File: config.mk
export PLATFORM = sky130hd
export DESIGN_NAME = gpio_serial_loader_flat
export DESIGN_NICKNAME = d
export VERILOG_FILES = /design/src/rtl/gpio_serial_loader_if.sv /design/src/rtl/gpio_serial_loader.sv /design/src/flat_wrapper.sv
export SDC_FILE = /design/constraint.sdc
export NUM_CORES = 1
export LEC_CHECK = 0
export CAP_MARGIN = 10
export CORE_ASPECT_RATIO = 0.5
export CORE_MARGIN = 1
export CORE_UTILIZATION = 48
export CTS_CLUSTER_DIAMETER = 30
export CTS_CLUSTER_SIZE = 12
export DETAILED_ROUTE_END_ITERATION = 10
export PLACE_DENSITY = 0.86
export SKIP_LAST_GASP = 1
export SYNTH_ARGS = -nofsm -noshare
export SYNTH_HDL_FRONTEND = slang
export SYNTH_SLANG_ARGS = --single-unit
File: constraint.sdc
create_clock -name clock -period 2.3 [get_ports clock]
set_input_delay 0.23 -clock clock [delete_from_list [all_inputs] [get_ports clock]]
set_output_delay 0.23 -clock clock [all_outputs]
set_load 0.05 [all_outputs]
File: src/rtl/gpio_serial_loader_if.sv
// Bus between the GPIO serial loader, the housekeeping config registers and the pad control chains.
// The loader connects through the master modport; the register file and chains connect through slave.
interface gpio_serial_loader_if #(
  parameter int CFG_BITS = 13
);
  logic                start;
  logic                busy;
  logic                done;
  logic [5:0]          cfg_addr_1;
  logic [CFG_BITS-1:0] cfg_data_1;
  logic [5:0]          cfg_addr_2;
  logic [CFG_BITS-1:0] cfg_data_2;
  logic                serial_clock;
  logic                serial_load;
  logic                serial_data_1;
  logic                serial_data_2;

  modport master (
    input  start, cfg_data_1, cfg_data_2,
    output busy, done, cfg_addr_1, cfg_addr_2,
           serial_clock, serial_load, serial_data_1, serial_data_2
  );

  modport slave (
    output start, cfg_data_1, cfg_data_2,
    input  busy, done, cfg_addr_1, cfg_addr_2,
           serial_clock, serial_load, serial_data_1, serial_data_2
  );
endinterface

File: src/rtl/gpio_serial_loader.sv
// Shifts every pad's config word down two GPIO control chains in parallel, far end first,
// then pulses serial_load so all pads take their new configuration together.
module gpio_serial_loader #(
  parameter int NUM_PADS = 19,
  parameter int CFG_BITS = 13,
  parameter int CLK_DIV  = 2
) (
  input  logic                 clock,
  input  logic                 resetn,
  gpio_serial_loader_if.master bus
);

  localparam int BIT_W = $clog2(CFG_BITS + 1);

  typedef enum logic [2:0] {
    IDLE,
    FETCH,
    SHIFT_LO,
    SHIFT_HI,
    LOAD,
    FINISH
  } state_t;

  state_t              state_q;
  state_t              next_state;
  logic [3:0]          phase_q;
  logic [BIT_W-1:0]    bit_q;
  logic [5:0]          pad_q;
  logic [5:0]          pad_next;
  logic [CFG_BITS-1:0] shift_1_q;
  logic [CFG_BITS-1:0] shift_2_q;
  logic [5:0]          addr_1_q;
  logic [5:0]          addr_2_q;
  logic                busy_q;
  logic                done_q;
  logic                sclk_q;
  logic                sload_q;
  logic                sdata_1_q;
  logic                sdata_2_q;
  logic                timed;
  logic                phase_last;
  logic                bit_last;
  logic                pad_last;

  assign timed      = (state_q == SHIFT_LO) || (state_q == SHIFT_HI) || (state_q == LOAD);
  assign phase_last = (phase_q == 4'(CLK_DIV - 1));
  assign bit_last   = (bit_q == BIT_W'(CFG_BITS - 1));
  assign pad_last   = (pad_q == 6'(NUM_PADS - 1));

  always_comb begin
    next_state = state_q;
    pad_next   = pad_q;
    case (state_q)
      IDLE: begin
        if (bus.start) begin
          next_state = FETCH;
          pad_next   = '0;
        end
      end
      FETCH: next_state = SHIFT_LO;
      SHIFT_LO: begin
        if (phase_last) next_state = SHIFT_HI;
      end
      SHIFT_HI: begin
        if (phase_last) begin
          if (!bit_last) begin
            next_state = SHIFT_LO;
          end else begin
            pad_next   = pad_q + 6'd1;
            next_state = pad_last ? LOAD : FETCH;
          end
        end
      end
      LOAD: begin
        if (phase_last) next_state = FINISH;
      end
      FINISH:  next_state = IDLE;
      default: next_state = IDLE;
    endcase
  end

  always_ff @(posedge clock or negedge resetn) begin
    if (!resetn) begin
      state_q <= IDLE;
      phase_q <= '0;
      bit_q   <= '0;
      pad_q   <= '0;
    end else begin
      state_q <= next_state;
      pad_q   <= pad_next;
      phase_q <= (timed && !phase_last) ? phase_q + 4'd1 : 4'd0;
      if (state_q == IDLE) begin
        bit_q <= '0;
      end else if (state_q == SHIFT_HI && phase_last) begin
        bit_q <= bit_last ? '0 : bit_q + BIT_W'(1);
      end
    end
  end

  // Outputs are registered from next_state so every pin changes on the edge entering its state.
  always_ff @(posedge clock or negedge resetn) begin
    if (!resetn) begin
      busy_q    <= 1'b0;
      done_q    <= 1'b0;
      sclk_q    <= 1'b0;
      sload_q   <= 1'b0;
      sdata_1_q <= 1'b0;
      sdata_2_q <= 1'b0;
      addr_1_q  <= '0;
      addr_2_q  <= '0;
      shift_1_q <= '0;
      shift_2_q <= '0;
    end else begin
      busy_q  <= (next_state != IDLE) && (next_state != FINISH);
      done_q  <= (next_state == FINISH);
      sclk_q  <= (next_state == SHIFT_HI);
      sload_q <= (next_state == LOAD);

      if (next_state == FETCH) begin
        addr_1_q <= 6'(NUM_PADS - 1) - pad_next;
        addr_2_q <= 6'(NUM_PADS) + pad_next;
      end

      if (state_q == FETCH) begin
        shift_1_q <= bus.cfg_data_1;
        shift_2_q <= bus.cfg_data_2;
        sdata_1_q <= bus.cfg_data_1[CFG_BITS-1];
        sdata_2_q <= bus.cfg_data_2[CFG_BITS-1];
      end else if (state_q == SHIFT_HI && phase_last) begin
        shift_1_q <= {shift_1_q[CFG_BITS-2:0], 1'b0};
        shift_2_q <= {shift_2_q[CFG_BITS-2:0], 1'b0};
        if (next_state == SHIFT_LO) begin
          sdata_1_q <= shift_1_q[CFG_BITS-2];
          sdata_2_q <= shift_2_q[CFG_BITS-2];
        end else if (next_state == LOAD) begin
          sdata_1_q <= 1'b0;
          sdata_2_q <= 1'b0;
        end
      end
    end
  end

  assign bus.busy          = busy_q;
  assign bus.done          = done_q;
  assign bus.cfg_addr_1    = addr_1_q;
  assign bus.cfg_addr_2    = addr_2_q;
  assign bus.serial_clock  = sclk_q;
  assign bus.serial_load   = sload_q;
  assign bus.serial_data_1 = sdata_1_q;
  assign bus.serial_data_2 = sdata_2_q;

  // Chains sample on the rising serial_clock, so data must never move while it is high.
  a_data_stable: assert property (@(posedge clock) disable iff (!resetn)
    sclk_q |-> ($stable(sdata_1_q) && $stable(sdata_2_q)));

  a_load_quiet: assert property (@(posedge clock) disable iff (!resetn)
    sload_q |-> (!sclk_q && busy_q && !done_q));

endmodule
File: src/flat_wrapper.sv
// flat-port wrapper written by rule: the top's interface ports become plain ports
module gpio_serial_loader_flat 
#(
  parameter int NUM_PADS = 19,
  parameter int CFG_BITS = 13,
  parameter int CLK_DIV  = 2
)
  (clock, resetn, bus_start, bus_cfg_data_1, bus_cfg_data_2, bus_busy, bus_done, bus_cfg_addr_1, bus_cfg_addr_2, bus_serial_clock, bus_serial_load, bus_serial_data_1, bus_serial_data_2);
  gpio_serial_loader_if #(.CFG_BITS(CFG_BITS)) bus_i ();
  input  logic clock;
  input  logic resetn;
  input wire logic [$bits(bus_i.start)-1:0] bus_start;
  input wire logic [$bits(bus_i.cfg_data_1)-1:0] bus_cfg_data_1;
  input wire logic [$bits(bus_i.cfg_data_2)-1:0] bus_cfg_data_2;
  output wire logic [$bits(bus_i.busy)-1:0] bus_busy;
  output wire logic [$bits(bus_i.done)-1:0] bus_done;
  output wire logic [$bits(bus_i.cfg_addr_1)-1:0] bus_cfg_addr_1;
  output wire logic [$bits(bus_i.cfg_addr_2)-1:0] bus_cfg_addr_2;
  output wire logic [$bits(bus_i.serial_clock)-1:0] bus_serial_clock;
  output wire logic [$bits(bus_i.serial_load)-1:0] bus_serial_load;
  output wire logic [$bits(bus_i.serial_data_1)-1:0] bus_serial_data_1;
  output wire logic [$bits(bus_i.serial_data_2)-1:0] bus_serial_data_2;
  assign bus_i.start = bus_start;
  assign bus_i.cfg_data_1 = bus_cfg_data_1;
  assign bus_i.cfg_data_2 = bus_cfg_data_2;
  assign bus_busy = bus_i.busy;
  assign bus_done = bus_i.done;
  assign bus_cfg_addr_1 = bus_i.cfg_addr_1;
  assign bus_cfg_addr_2 = bus_i.cfg_addr_2;
  assign bus_serial_clock = bus_i.serial_clock;
  assign bus_serial_load = bus_i.serial_load;
  assign bus_serial_data_1 = bus_i.serial_data_1;
  assign bus_serial_data_2 = bus_i.serial_data_2;
  gpio_serial_loader #(.NUM_PADS(NUM_PADS), .CFG_BITS(CFG_BITS), .CLK_DIV(CLK_DIV)) u_core (.clock(clock), .resetn(resetn), .bus(bus_i));
endmodule
==> results summary <==
In this run, placement finished with an instance count of 431. The global-route congestion overflow total is 0. The number of diodes came out at 0.

The number of antenna violations at the first check in global routing is 0. Buffers inserted during clock tree synthesis total 9. The flow ran to the end, but the final reports show violations. The checks that failed: negative setup slack.

The arrival time of the worst setup path came out at 2.55 ns. The layout overhead on the synthesized area came out at 42.6%. Max-cap violations in this run came to 0. The core region is 5560 sq um.

Setup violations remaining at the end of the flow were counted as 3. The die height is approximately 56 microns. Global routing used 26.9% of the available tracks. Static timing analysis puts the maximum clock frequency at 428 MHz. The net count of the mapped netlist is 331. Counting distinct cell types in the post-synthesis netlist gives 41.

The hold violation count in the final report is 0. The delay of the slowest cell on the worst path came out at 0.44 ns. The type of the setup path with the least slack is flop to flop. The number of antenna-violating nets in the routed design came out at 0. The maximum fanout count along the critical path came out at 5. The critical path runs through a total of 8 cells. The post-CTS clock slew at the launch and capture registers of the worst setup and hold paths came out at 0.05 ns.

The first global-routing pass estimated 12,400 microns of wire. The average size of a mapped cell came out at 9.56 sq um. The clock net in this run drives a total of 58 sinks. The depth of the worst register-to-register path is 8. Counting along the longest clock path gives a buffer depth of 2. Routability-driven placement finished with a final weighted congestion of 0.854. Clock skew on the completed layout was measured at 0.00556 ns. The via density per instance came out at ~6. The maximum number of pins on one net before global-route repair is 35.

The mean routed wirelength per cell is around 18 microns. The area enclosed by the die boundary is 6190 sq um. The area of the mapped netlist came out at 2810 sq um. The DRC violation count after routing came out at 0.

Setup repair after global routing could not meet its margin everywhere. TritonCTS built the clock tree. The detailed-router iteration count before antenna repair is 5. The I/O pin total came out at 47. For this design the ratio of total power to cell area is 602 nW/um^2. The post-layout worst setup margin came out at -0.0383 ns. The leakage power came out at 1.86 nW. The portion of the clock cycle consumed by the worst path in the final layout is 102%. In this run the tightest slew margin relative to its limit is a little over 50%.

Among all stages on the critical path, the largest delay is contributed by sky130_fd_sc_hd__or3b_4. The depth of the worst hold-timing path came out at 3. The floorplan row count is 19. The maximum vdd drop came out at 0.346 mV. The final routed wirelength across all metal layers came out at a little over 8000 microns. The endpoint required time on the critical path is about 2.5 ns. CTS built an H-tree with a depth of 3. The via count is 2,629. Synthesis produced a netlist whose cell count is 294. The cell family contributing the most delay on the critical path is simple AND/OR/NAND/NOR gates. The number of buffers and inverters on the critical path is 1. For this run, the number of Yosys warnings is 0. The number of slew-limit violations in the final report is 0. The number of I/O port buffers is 46. The horizontal die dimension is 110 microns. The starting density of the core is 50.5%. The capturing element type of the critical path is a flop.

The root buffer cell chosen for the clock tree is sky130_fd_sc_hd__clkbuf_16. The proportion of synthesized flip-flops having asynchronous set or reset is 100%. Among all flip-flop cells after synthesis, the most frequent one is sky130_fd_sc_hd__dfrtp_1. The number of design-rule violations left by the first detailed-router iteration came out at 160. The critical path goes through inv_1, ha_1, or3b_4, nor4_4, mux2i_4, a31oi_2, xnor2_1, mux2_2. Once layout is complete, the cells apart from fillers number between 400 and 500.

The shortest period the worst path allows came out at 2.34 ns. The sequential-to-total area share from yosys stat came out at 51.6%. The final layout net count came out at 408.

In this run the worst hold path is classified as primary input to flop. In this run, synthesis inferred 0 flip-flops with an integrated enable. Power comes to 2.42 mW. The fraction of layout cells with a size suffix above 1 came out at slightly above 20%.

The pin slew with the least headroom to its limit is 0.746 ns. For the worst-skew pair, the clock arrives at the later sink with an insertion delay of 0.33 ns. The worst setup path is launched from a flop. The HPWL after detailed placement is 4820 microns. The number of global-route vias before repair came out at around 2.6k. The register bit count reported by yosys is 58.
## cell type report
type	count	area, sq um
clock buffers	12	246
clock inverters	3	40.0
fillers	345	1550
inverters	9	33.8
multi-input cells	210	1400
flip-flops and latches	58	1450
well taps	73	91.3
repair buffers	83	748
## tightest hold or removal path: cells and delay by family
| kind | cells | cell delay [ns] |
|---|---|---|
| buffers and inverters | 1 | 0.40 |
| AOI/OAI and AO/OA | 1 | 0.06 |
| and+or+nand+nor | 1 | 0.05 |
## worst paths after layout
kind                                               start                       end  slack, ns
worst max-delay path                   u_core.phase_q[1]  u_core.bus.cfg_addr_2[5]      -0.04
worst min-delay path                   bus_cfg_data_2[0]       u_core.shift_2_q[0]       0.46
worst max register to register         u_core.phase_q[1]  u_core.bus.cfg_addr_2[5]      -0.04
worst min register to register  u_core.bus.cfg_addr_2[4]  u_core.bus.cfg_addr_2[4]       0.48
max in group asynchronous                         resetn         u_core.state_q[1]       1.12
min in group asynchronous                         resetn  u_core.bus.cfg_addr_2[2]       0.51
## synthesized netlist by cell type, types with 4 or more instances
| master | count | share of area [%] |
|---|---|---|
| sky130_fd_sc_hd__nand2_1 | 74 | 9.9 |
| sky130_fd_sc_hd__dfrtp_1 | 58 | 52 |
| sky130_fd_sc_hd__a22oi_1 | 23 | 6.1 |
| sky130_fd_sc_hd__o21ai_0 | 19 | 3.4 |
| sky130_fd_sc_hd__nor2_1 | 14 | 1.9 |
| sky130_fd_sc_hd__clkbuf_1 | 10 | 1.3 |
| sky130_fd_sc_hd__inv_1 | 9 | 1.2 |
| sky130_fd_sc_hd__ha_1 | 8 | 3.6 |
| sky130_fd_sc_hd__nand3_1 | 8 | 1.4 |
| sky130_fd_sc_hd__nor3_1 | 8 | 1.4 |
| sky130_fd_sc_hd__a21oi_1 | 7 | 1.2 |
| sky130_fd_sc_hd__xnor2_1 | 6 | 1.9 |
| sky130_fd_sc_hd__buf_2 | 5 | 0.89 |
| sky130_fd_sc_hd__xor2_1 | 5 | 1.6 |
| sky130_fd_sc_hd__mux2i_1 | 4 | 1.4 |
| sky130_fd_sc_hd__nand4_1 | 4 | 0.89 |
## sequential cells by signal, summed over array words and instances, names as in the netlist, 3 cells and up
name                   count
u_core.bit_q               4
u_core.bus.cfg_addr_1      6
u_core.bus.cfg_addr_2      5
u_core.pad_q               6
u_core.phase_q             4
u_core.shift_1_q          12
u_core.shift_2_q          12
u_core.state_q             3
## cells in the final DEF, fill, tap and decap left out, drive strengths merged, types with 2 or more instances in the layout
| master | instances |
|---|---|
| nand3b | 2 |
| clkinv | 2 |
| nor4 | 2 |
| xnor2 | 6 |
| clkdlybuf4s50 | 45 |
| nand2 | 74 |
| buf | 37 |
| xor2 | 5 |
| nand4 | 4 |
| mux2i | 6 |
| o31ai | 2 |
| a21oi | 7 |
| o21ai | 21 |
| ha | 8 |
| and2 | 2 |
| inv | 9 |
| clkbuf | 12 |
| nor2 | 14 |
| dfrtp | 58 |
| nand2b | 2 |
| nor3 | 8 |
| a22oi | 23 |
| mux2 | 2 |
| nand3 | 8 |
| nor3b | 2 |
## power by group
part | internal (mW) | switching, mW | total [mW]
Sequential | 1.02 | 0.000888 | 1.02
Combinational | 0.0476 | 0.0358 | 0.0834
Clock | 0.857 | 0.450 | 1.31
Total | 1.93 | 0.487 | 2.42
## per-stage QoR
| step | worst slack, ns | utilization (%) | TNS (ns) | hold slack, ns | area [sq um] |
|---|---|---|---|---|---|
| CTS | 0.0191 | 70.2 | 0 | 0.454 | 3900 |
| floorplan | 0.0351 | - | 0 | -0.0656 | 2830 |
| detailed placement | -0.177 | 64.4 | -0.641 | 0.338 | 3580 |
| global route | -0.131 | 72.1 | -0.787 | 0.486 | 4010 |
| finish | -0.0383 | 72.1 | -0.0808 | 0.459 | 4010 |
| global placement | -0.0473 | 64.4 | -0.0473 | 0.324 | 3580 |
## cell families after synthesis
family | count (synthesis) | share of synthesized area, %
buffers and inverters | 26 | 4.09
multiplexers | 8 | 3.20
AO/OA/AOI/OAI | 58 | 13.4
flip-flops | 58 | 51.6
XOR/XNOR | 11 | 3.43
AND/OR/NAND/NOR | 125 | 20.6
adder cells (fa/ha/maj) | 8 | 3.56
## layer usage
layer  global-route usage, %  part of all wire [%]  vias up
li1                        -                     -     1168
met1                    33.1                    38     1231
met2                    44.1                    48      181
met3                    7.61                   8.7       49
met4                    12.6                   4.9        0
met5                       0                     0        -
## repair_timing
action,CTS,global route
hold endpoints to repair,32,0
pin swaps,0,4
hold buffers,1,0
setup endpoints to repair,12,13
setup buffers,0,1
resized for setup,7,23
Power figures use the tool's default switching activity.
